`config.mk`:
```
export PLATFORM = sky130hd
export DESIGN_NAME = render_sequencer
export DESIGN_NICKNAME = d
export VERILOG_FILES = /design/src/rtl/render_sequencer.sv
export SDC_FILE = /design/constraint.sdc
export NUM_CORES = 1
export LEC_CHECK = 0
export ABC_AREA = 1
export ABC_CLOCK_PERIOD_IN_PS = 3420
export CORE_MARGIN = 4
export CORE_UTILIZATION = 25
export DETAILED_ROUTE_END_ITERATION = 8
export HOLD_SLACK_MARGIN = 0.12
export PLACE_DENSITY = 0.44
export SLEW_MARGIN = 30
export SYNTH_ARGS = -nofsm -noshare
export SYNTH_HDL_FRONTEND = slang
export SYNTH_SLANG_ARGS = --single-unit
```
`constraint.sdc`:
```
create_clock -name clk -period 3.42 [get_ports clk]
set_clock_uncertainty 0.15 [all_clocks]
set_input_delay 1.026 -clock clk [delete_from_list [all_inputs] [get_ports clk]]
set_output_delay 1.026 -clock clk [all_outputs]
set_load 0.005 [all_outputs]
```
`src/rtl/render_sequencer.sv`:
```
// render_sequencer: frame-level sequencer raster -> wireframe flip -> colorloop -> fb flip/transfer.
// Latency: every control output is registered, one cycle after the event that triggers it.
// Backpressure: triangles accepted only in IDLE with no watchdog error; FB_WAIT stalls while the previous transfer runs.
//
// Ports:
//   clk, n_rst                  clock, asynchronous active-low reset
//   tri_ready, frame_last       host triangle offer and end-of-frame marker
//   tri_read                    one-cycle accept pulse back to the host
//   ras_start, ras_done         rasterizer start pulse / completion
//   wf_flip, color_en           wireframe buffer flip and colorloop start
//   cl_done[NUM_CF_MODS]        per-channel colorloop done pulses
//   fb_flip, new_frame          frame-buffer flip and new-frame pulse
//   xfer_start, transfer_done   frame-buffer transfer handshake
//   busy, frame_count           activity flag and completed-frame counter
//   timeout_err                 sticky watchdog error
module render_sequencer #(
   parameter int NUM_CF_MODS    = 4,
   parameter int FRAME_CNT_BITS = 16,
   parameter int TIMEOUT_CYCLES = 1048576,
   parameter int TO_BITS        = 21
) (
   input  logic                      clk,
   input  logic                      n_rst,
   input  logic                      tri_ready,
   input  logic                      frame_last,
   output logic                      tri_read,
   output logic                      ras_start,
   input  logic                      ras_done,
   output logic                      wf_flip,
   output logic                      color_en,
   input  logic [NUM_CF_MODS-1:0]    cl_done,
   output logic                      fb_flip,
   output logic                      new_frame,
   output logic                      xfer_start,
   input  logic                      transfer_done,
   output logic                      busy,
   output logic [FRAME_CNT_BITS-1:0] frame_count,
   output logic                      timeout_err
);

   typedef enum logic [1:0] {
      ST_IDLE,
      ST_RASTER,
      ST_COLOR,
      ST_FB_WAIT
   } state_t;

   localparam logic [TO_BITS-1:0] WD_LAST = TO_BITS'(TIMEOUT_CYCLES - 1);

   state_t                    state, state_nxt;
   logic                      last_flag, last_flag_nxt;
   logic                      xfer_busy, xfer_busy_nxt;
   logic                      xfer_set;
   logic [TO_BITS-1:0]        wd, wd_nxt;
   logic [NUM_CF_MODS-1:0]    done_lat, done_lat_nxt;
   logic [NUM_CF_MODS-1:0]    cl_merged;
   logic                      wd_expired;
   logic                      err_nxt;
   logic [FRAME_CNT_BITS-1:0] fc_nxt;
   logic                      tri_read_nxt, ras_start_nxt, wf_flip_nxt, color_en_nxt;
   logic                      fb_flip_nxt, new_frame_nxt, xfer_start_nxt, busy_nxt;

   always_comb begin
      state_nxt      = state;
      last_flag_nxt  = last_flag;
      wd_nxt         = wd;
      done_lat_nxt   = done_lat;
      err_nxt        = timeout_err;
      fc_nxt         = frame_count;
      tri_read_nxt   = 1'b0;
      ras_start_nxt  = 1'b0;
      wf_flip_nxt    = 1'b0;
      color_en_nxt   = 1'b0;
      fb_flip_nxt    = 1'b0;
      new_frame_nxt  = 1'b0;
      xfer_start_nxt = 1'b0;
      xfer_set       = 1'b0;
      wd_expired     = (wd == WD_LAST);
      // color_en is high only on the first COLOR cycle, when the latches were
      // just cleared: done bits arriving then are dropped rather than latched.
      cl_merged      = color_en ? '0 : (done_lat | cl_done);

      case (state)
         ST_IDLE: begin
            if (tri_ready && !timeout_err) begin
               tri_read_nxt  = 1'b1;
               ras_start_nxt = 1'b1;
               last_flag_nxt = frame_last;
               wd_nxt        = '0;
               state_nxt     = ST_RASTER;
            end
         end
         ST_RASTER: begin
            if (ras_done) begin
               wf_flip_nxt  = 1'b1;
               color_en_nxt = 1'b1;
               done_lat_nxt = '0;
               wd_nxt       = '0;
               state_nxt    = ST_COLOR;
            end else if (wd_expired) begin
               err_nxt   = 1'b1;
               wd_nxt    = '0;
               state_nxt = ST_IDLE;
            end else begin
               wd_nxt = wd + 1'b1;
            end
         end
         ST_COLOR: begin
            done_lat_nxt = cl_merged;
            if (&cl_merged) begin
               wd_nxt    = '0;
               state_nxt = last_flag ? ST_FB_WAIT : ST_IDLE;
            end else if (wd_expired) begin
               err_nxt   = 1'b1;
               wd_nxt    = '0;
               state_nxt = ST_IDLE;
            end else begin
               wd_nxt = wd + 1'b1;
            end
         end
         ST_FB_WAIT: begin
            // A transfer_done arriving now frees the frame buffer this cycle.
            if (!xfer_busy || transfer_done) begin
               fb_flip_nxt    = 1'b1;
               new_frame_nxt  = 1'b1;
               xfer_start_nxt = 1'b1;
               xfer_set       = 1'b1;
               fc_nxt         = frame_count + 1'b1;
               state_nxt      = ST_IDLE;
            end
         end
         default: state_nxt = ST_IDLE;
      endcase

      // A new transfer start overrides the completion of the previous one.
      xfer_busy_nxt = xfer_set | (xfer_busy & ~transfer_done);
      busy_nxt      = (state_nxt != ST_IDLE) | xfer_busy_nxt;
   end

   always_ff @(posedge clk or negedge n_rst) begin
      if (!n_rst) begin
         state       <= ST_IDLE;
         last_flag   <= 1'b0;
         xfer_busy   <= 1'b0;
         wd          <= '0;
         done_lat    <= '0;
         timeout_err <= 1'b0;
         frame_count <= '0;
         tri_read    <= 1'b0;
         ras_start   <= 1'b0;
         wf_flip     <= 1'b0;
         color_en    <= 1'b0;
         fb_flip     <= 1'b0;
         new_frame   <= 1'b0;
         xfer_start  <= 1'b0;
         busy        <= 1'b0;
      end else begin
         state       <= state_nxt;
         last_flag   <= last_flag_nxt;
         xfer_busy   <= xfer_busy_nxt;
         wd          <= wd_nxt;
         done_lat    <= done_lat_nxt;
         timeout_err <= err_nxt;
         frame_count <= fc_nxt;
         tri_read    <= tri_read_nxt;
         ras_start   <= ras_start_nxt;
         wf_flip     <= wf_flip_nxt;
         color_en    <= color_en_nxt;
         fb_flip     <= fb_flip_nxt;
         new_frame   <= new_frame_nxt;
         xfer_start  <= xfer_start_nxt;
         busy        <= busy_nxt;
      end
   end

endmodule

```
# Word-level counts from Yosys, hierarchy flattened
# Index checks and enable logic that the tools add are counted.
[classes]
addsub = 2
eq_ne = 8
mux = 25
bitwise = 5
n_reduce_logical = 14
[ops]
columns = ["cell", "n"]
rows = [
  ["two-way mux 21 bit", 4],
  ["case mux 21 bit (3 select lines)", 1],
  ["adder 21 x 1 -> 21 bit, second input constant", 1],
  ["== test 21 x 20 -> 1 bit, second input constant", 1],
  ["adder 16 x 1 -> 16 bit, second input constant", 1],
  ["two-way mux 2 bit", 6],
  ["two-way mux 1 bit", 9],
  ["two-way mux 4 bit", 2],
  ["inequality test 2 bit, second input constant", 4],
  ["case mux 2 bit (4 select lines)", 1],
  ["case mux 4 bit (2 select lines)", 1],
  ["AND reduction 2 bit", 4],
  ["== test 2 bit, second input constant", 2],
  ["OR 4 bit", 1],
  ["AND reduction 4 bit", 1],
  ["nonzero test 2 bit", 2],
  ["AND reduction 3 bit", 1],
  ["nonzero test 3 bit", 1],
  ["== test 2 x 1 -> 1 bit, second input constant", 1],
  ["zero test 1 bit", 2],
  ["zero test 2 bit", 1],
  ["OR 1 bit", 2],
  ["case mux 1 bit (2 select lines)", 1],
  ["bitwise AND 1 bit", 1],
  ["other kinds (3)", 3],
]
[totals]
register_bits = 50
input_bits = 10
out_inout_bits = 25
elab_cells = 65

# Longest topological paths before layout
[depth]
ltp_word = 7
depth_mapped = 12
mapped_depth_nobuf = 12

# Worst setup path after synthesis
# No wires, ideal clock.
[synth_path]
kind = "input to register"
start = "input port transfer_done"
end = "register frame_count[13]"
arrival_ps = 1871
path_slack_ps = 1275
stages = 8
path_buffers = 0
path_cell_list = "inv_1 -> nand2_1 -> nand2_2 -> nor2_4 -> nand4_1 -> nor2_1 -> nand4_1 -> xnor2_1"
[synth_via]
elab_chain_len = 2
[synth_rtl]
columns = ["item", "line", "rtl"]
rows = [
  ["from (decl)", "35", "input logic transfer_done,"],
  ["logical OR 1 bit", "123", "if (!xfer_busy || transfer_done) begin"],
  ["AND reduction 2 bit (no line)", "n/a", ""],
  ["to (signal assigned)", "164", "frame_count <= fc_nxt;"],
  ["to (decl)", "37", "output logic [FRAME_CNT_BITS-1:0] frame_count,"],
]
# No other way between the ends.
# A chain may end at the register's enable or synchronous reset.

==> flow_summary.toml <==
[final_layout]
area_growth_pct = 22.2
diodes = 0
nNetsFinal = 371
fillers = 1126
fin_area_um2 = 3350
drive_above_1_share = 0.144

[setup_path]
cpPeakStageDelay_ns = 0.55
arrival_ns = 1.35
critPathSlowestCell = "clkdlybuf4s50_1"
cp-endpoint = "wf_flip"
cpLargestDelayFamily = "buffers and inverters"
crit_path_cell_trace = "clkdlybuf4s50_1"
cp.depth = 1
path_class = "reg -> out"
cp-start-kind = "flip-flop"
critPathBufInv = 1
rr_endpoint = "wd[4]"
end_kind = "output port"
reg2reg_depth = 9
reg2reg_from = "state[1]"
crit_start = "color_en"
r2r_setup_slack_ns = 1.38
crit_fanout = 8
cp.required_ns = 2.24

[synthesis]
synth_area_per_cell_um2 = 8.71
yosysWarningCount = 0
synth_ff_type = "dfrtp_1"
yosysSeqAreaShare = 0.456
syn-num-nets = 333
ys_async_sr_fraction = 1.00
synth_edf_count = 0
synth-seq-cells = 50
syn-cell-area_um2 = 2740
netlist_instances = 315
synth_cell_type_count = 39

[clock_tree]
clock_latency_ns = 0.30
cts.sinks = 50
tritoncts.num_buffers = 5
htree_levels = 2
cts_hold_buf = 0
root_buffer = "clkbuf_8"
cts_resized = 0
cts_setup_buffers = 0
cts.reportedPaths.clkPinSlew_ns = 0.10
cts_tree = "built"
cts_buffer_depth = 2

[timing]
setup_viol = 0
setup_tns_ns = 0
max_freq_ghz = 0.396
fin_crit_ns = 2.52
drv_slew = 0
fin_crit_sh = 0.738
max-slew-margin-rel = 0.506
worst_slew_pin_slew_ns = 0.740
rsz0062_at_grt = "false"
hold_viol = 0

[global_routing]
grt_max_degree = 31
antenna_found_initial = 0
grt_use_total = 0.100
grt_pass1_vias = 2255
grt_pass1_wl_mm = 10.5
overflow = 0

[power]
static-leakage-power_uw = 0.00152
max-vdd-ir-drop_mv = 0.240
power.density_nw_per_um2 = 595

[die]
rows = 37
die_h_um = 113
die_x_um = 113
dieArea_um2 = 12700
core_region_area_um2 = 10500
io_pins = 35
start_util = 0.261

[detailed_routing]
drtAntennaViolNets = 0
wirelength_mm = 5.81
drc = 0
firstDrtPassIters = 4
wire_per_inst_um = 11.8
num_vias = 2080
first_iter_violations = 53
post_drt_via_cell_ratio = 4.24

[placement]
place_congestion = 0.779
hpwl_mm = 4.35
io_buffers = 34
place_area_um2 = 3210

[run]
maxCapViolCount = 0

[outcome]
status = "finished clean"

[hold_path]
hold_class = "reg -> reg"
per-layer routing:
metal  wire (µm)  global-route usage
met3         196              0.0273
met1        3030               0.137
met2        2470               0.154
met4         104              0.0329
met5           0                   0
state kept, by name, summed over array words and instances (netlist names):
signal and count:
wd 21, last_flag 1, xfer_busy 1, frame_count 16, done_lat 4, color_en 1, busy 1, state 2
xfer_start 1, timeout_err 1, ras_start 1
area by class of cell:
type                    instances  area [µm²]  share of cell area
clock buffers                   6        82.6              0.0246
clock inverters                 2        60.1              0.0179
inverters                      39         153              0.0455
multi-input cells             220        1280               0.381
flip-flops and latches         50        1250               0.373
well taps                     136         170              0.0508
repair buffers                 37         358               0.107
synth_stat cells (2+ instances only):
cell,count,area (µm²)
dfrtp_1,50,1250
nor2_4,4,45.0
nand3_1,21,105
nor3_1,6,30.0
xnor2_1,7,61.3
nand2_1,62,233
o21ai_0,7,35.0
nand2_2,6,37.5
nor2_2,14,87.6
inv_1,35,131
buf_4,4,30.0
nor2_1,36,135
a21oi_1,5,25.0
nor3b_1,2,15.0
ha_1,8,100
nor3b_2,2,25.0
nor3_2,2,20.0
o31ai_1,4,30.0
xor2_1,13,114
nand4_1,7,43.8
nand3_2,2,20.0
through the flow:
stage / setup WS [ns] / hold slack (ns) / utilization / cells / total power (µW)
after CTS: 0.866 / 0.328 / 0.319 / 490 / 2040
after floorplan: 1.28 / 0.315 / - / 315 / 1330
after global routing: 0.800 / 0.346 / 0.319 / 490 / 2170
after global placement: 0.571 / 0.310 / 0.305 / 482 / 1510
final: 0.897 / 0.327 / 0.319 / 490 / 2000
after detailed placement: 0.591 / 0.308 / 0.305 / 482 / 1510
placed cells by master (no fill, tap or decap), types with 4 or more instances in the layout:
master            n
a21oi_1           5
clkbuf_8          6
clkdlybuf4s50_1  33
dfrtp_1          50
ha_1              8
inv_1            35
nand2_1          62
nand2_2           6
nand3_1          21
nand4_1           7
nor2_1           36
nor2_2           14
nor2_4            4
nor3_1            6
o21ai_0           7
o31ai_1           4
xnor2_1           7
xor2_1           13
kinds of logic after synthesis:
logic type	synth area share
AO/OA/AOI/OAI	0.0488
buffers and inverters	0.0780
flip-flops	0.456
adder cells (fa/ha/maj)	0.0365
AND/OR/NAND/NOR	0.312
multiplexers	0.00411
XOR/XNOR	0.0639
power by group:
group          total, µW  internal (µW)  switching [µW]
clock                518            312             206
sequential           766            681            85.4
combinational        711            273             437
total               2000           1270             729
worst min-delay path by stage:
stage / startpoint / end / slack [ns] / cells past startpoint
5_1_grt: frame_count[15] / frame_count[15] / 0.35 / 1
3_3_place_gp: frame_count[15] / frame_count[15] / 0.31 / 1
6_report: frame_count[15] / frame_count[15] / 0.33 / 1
4_1_cts: frame_count[15] / frame_count[15] / 0.33 / 1
2_1_floorplan: frame_count[15] / frame_count[15] / 0.31 / 1
3_5_place_dp: frame_count[15] / frame_count[15] / 0.31 / 1
No activity file was read; power rests on OpenSTA's default activity.
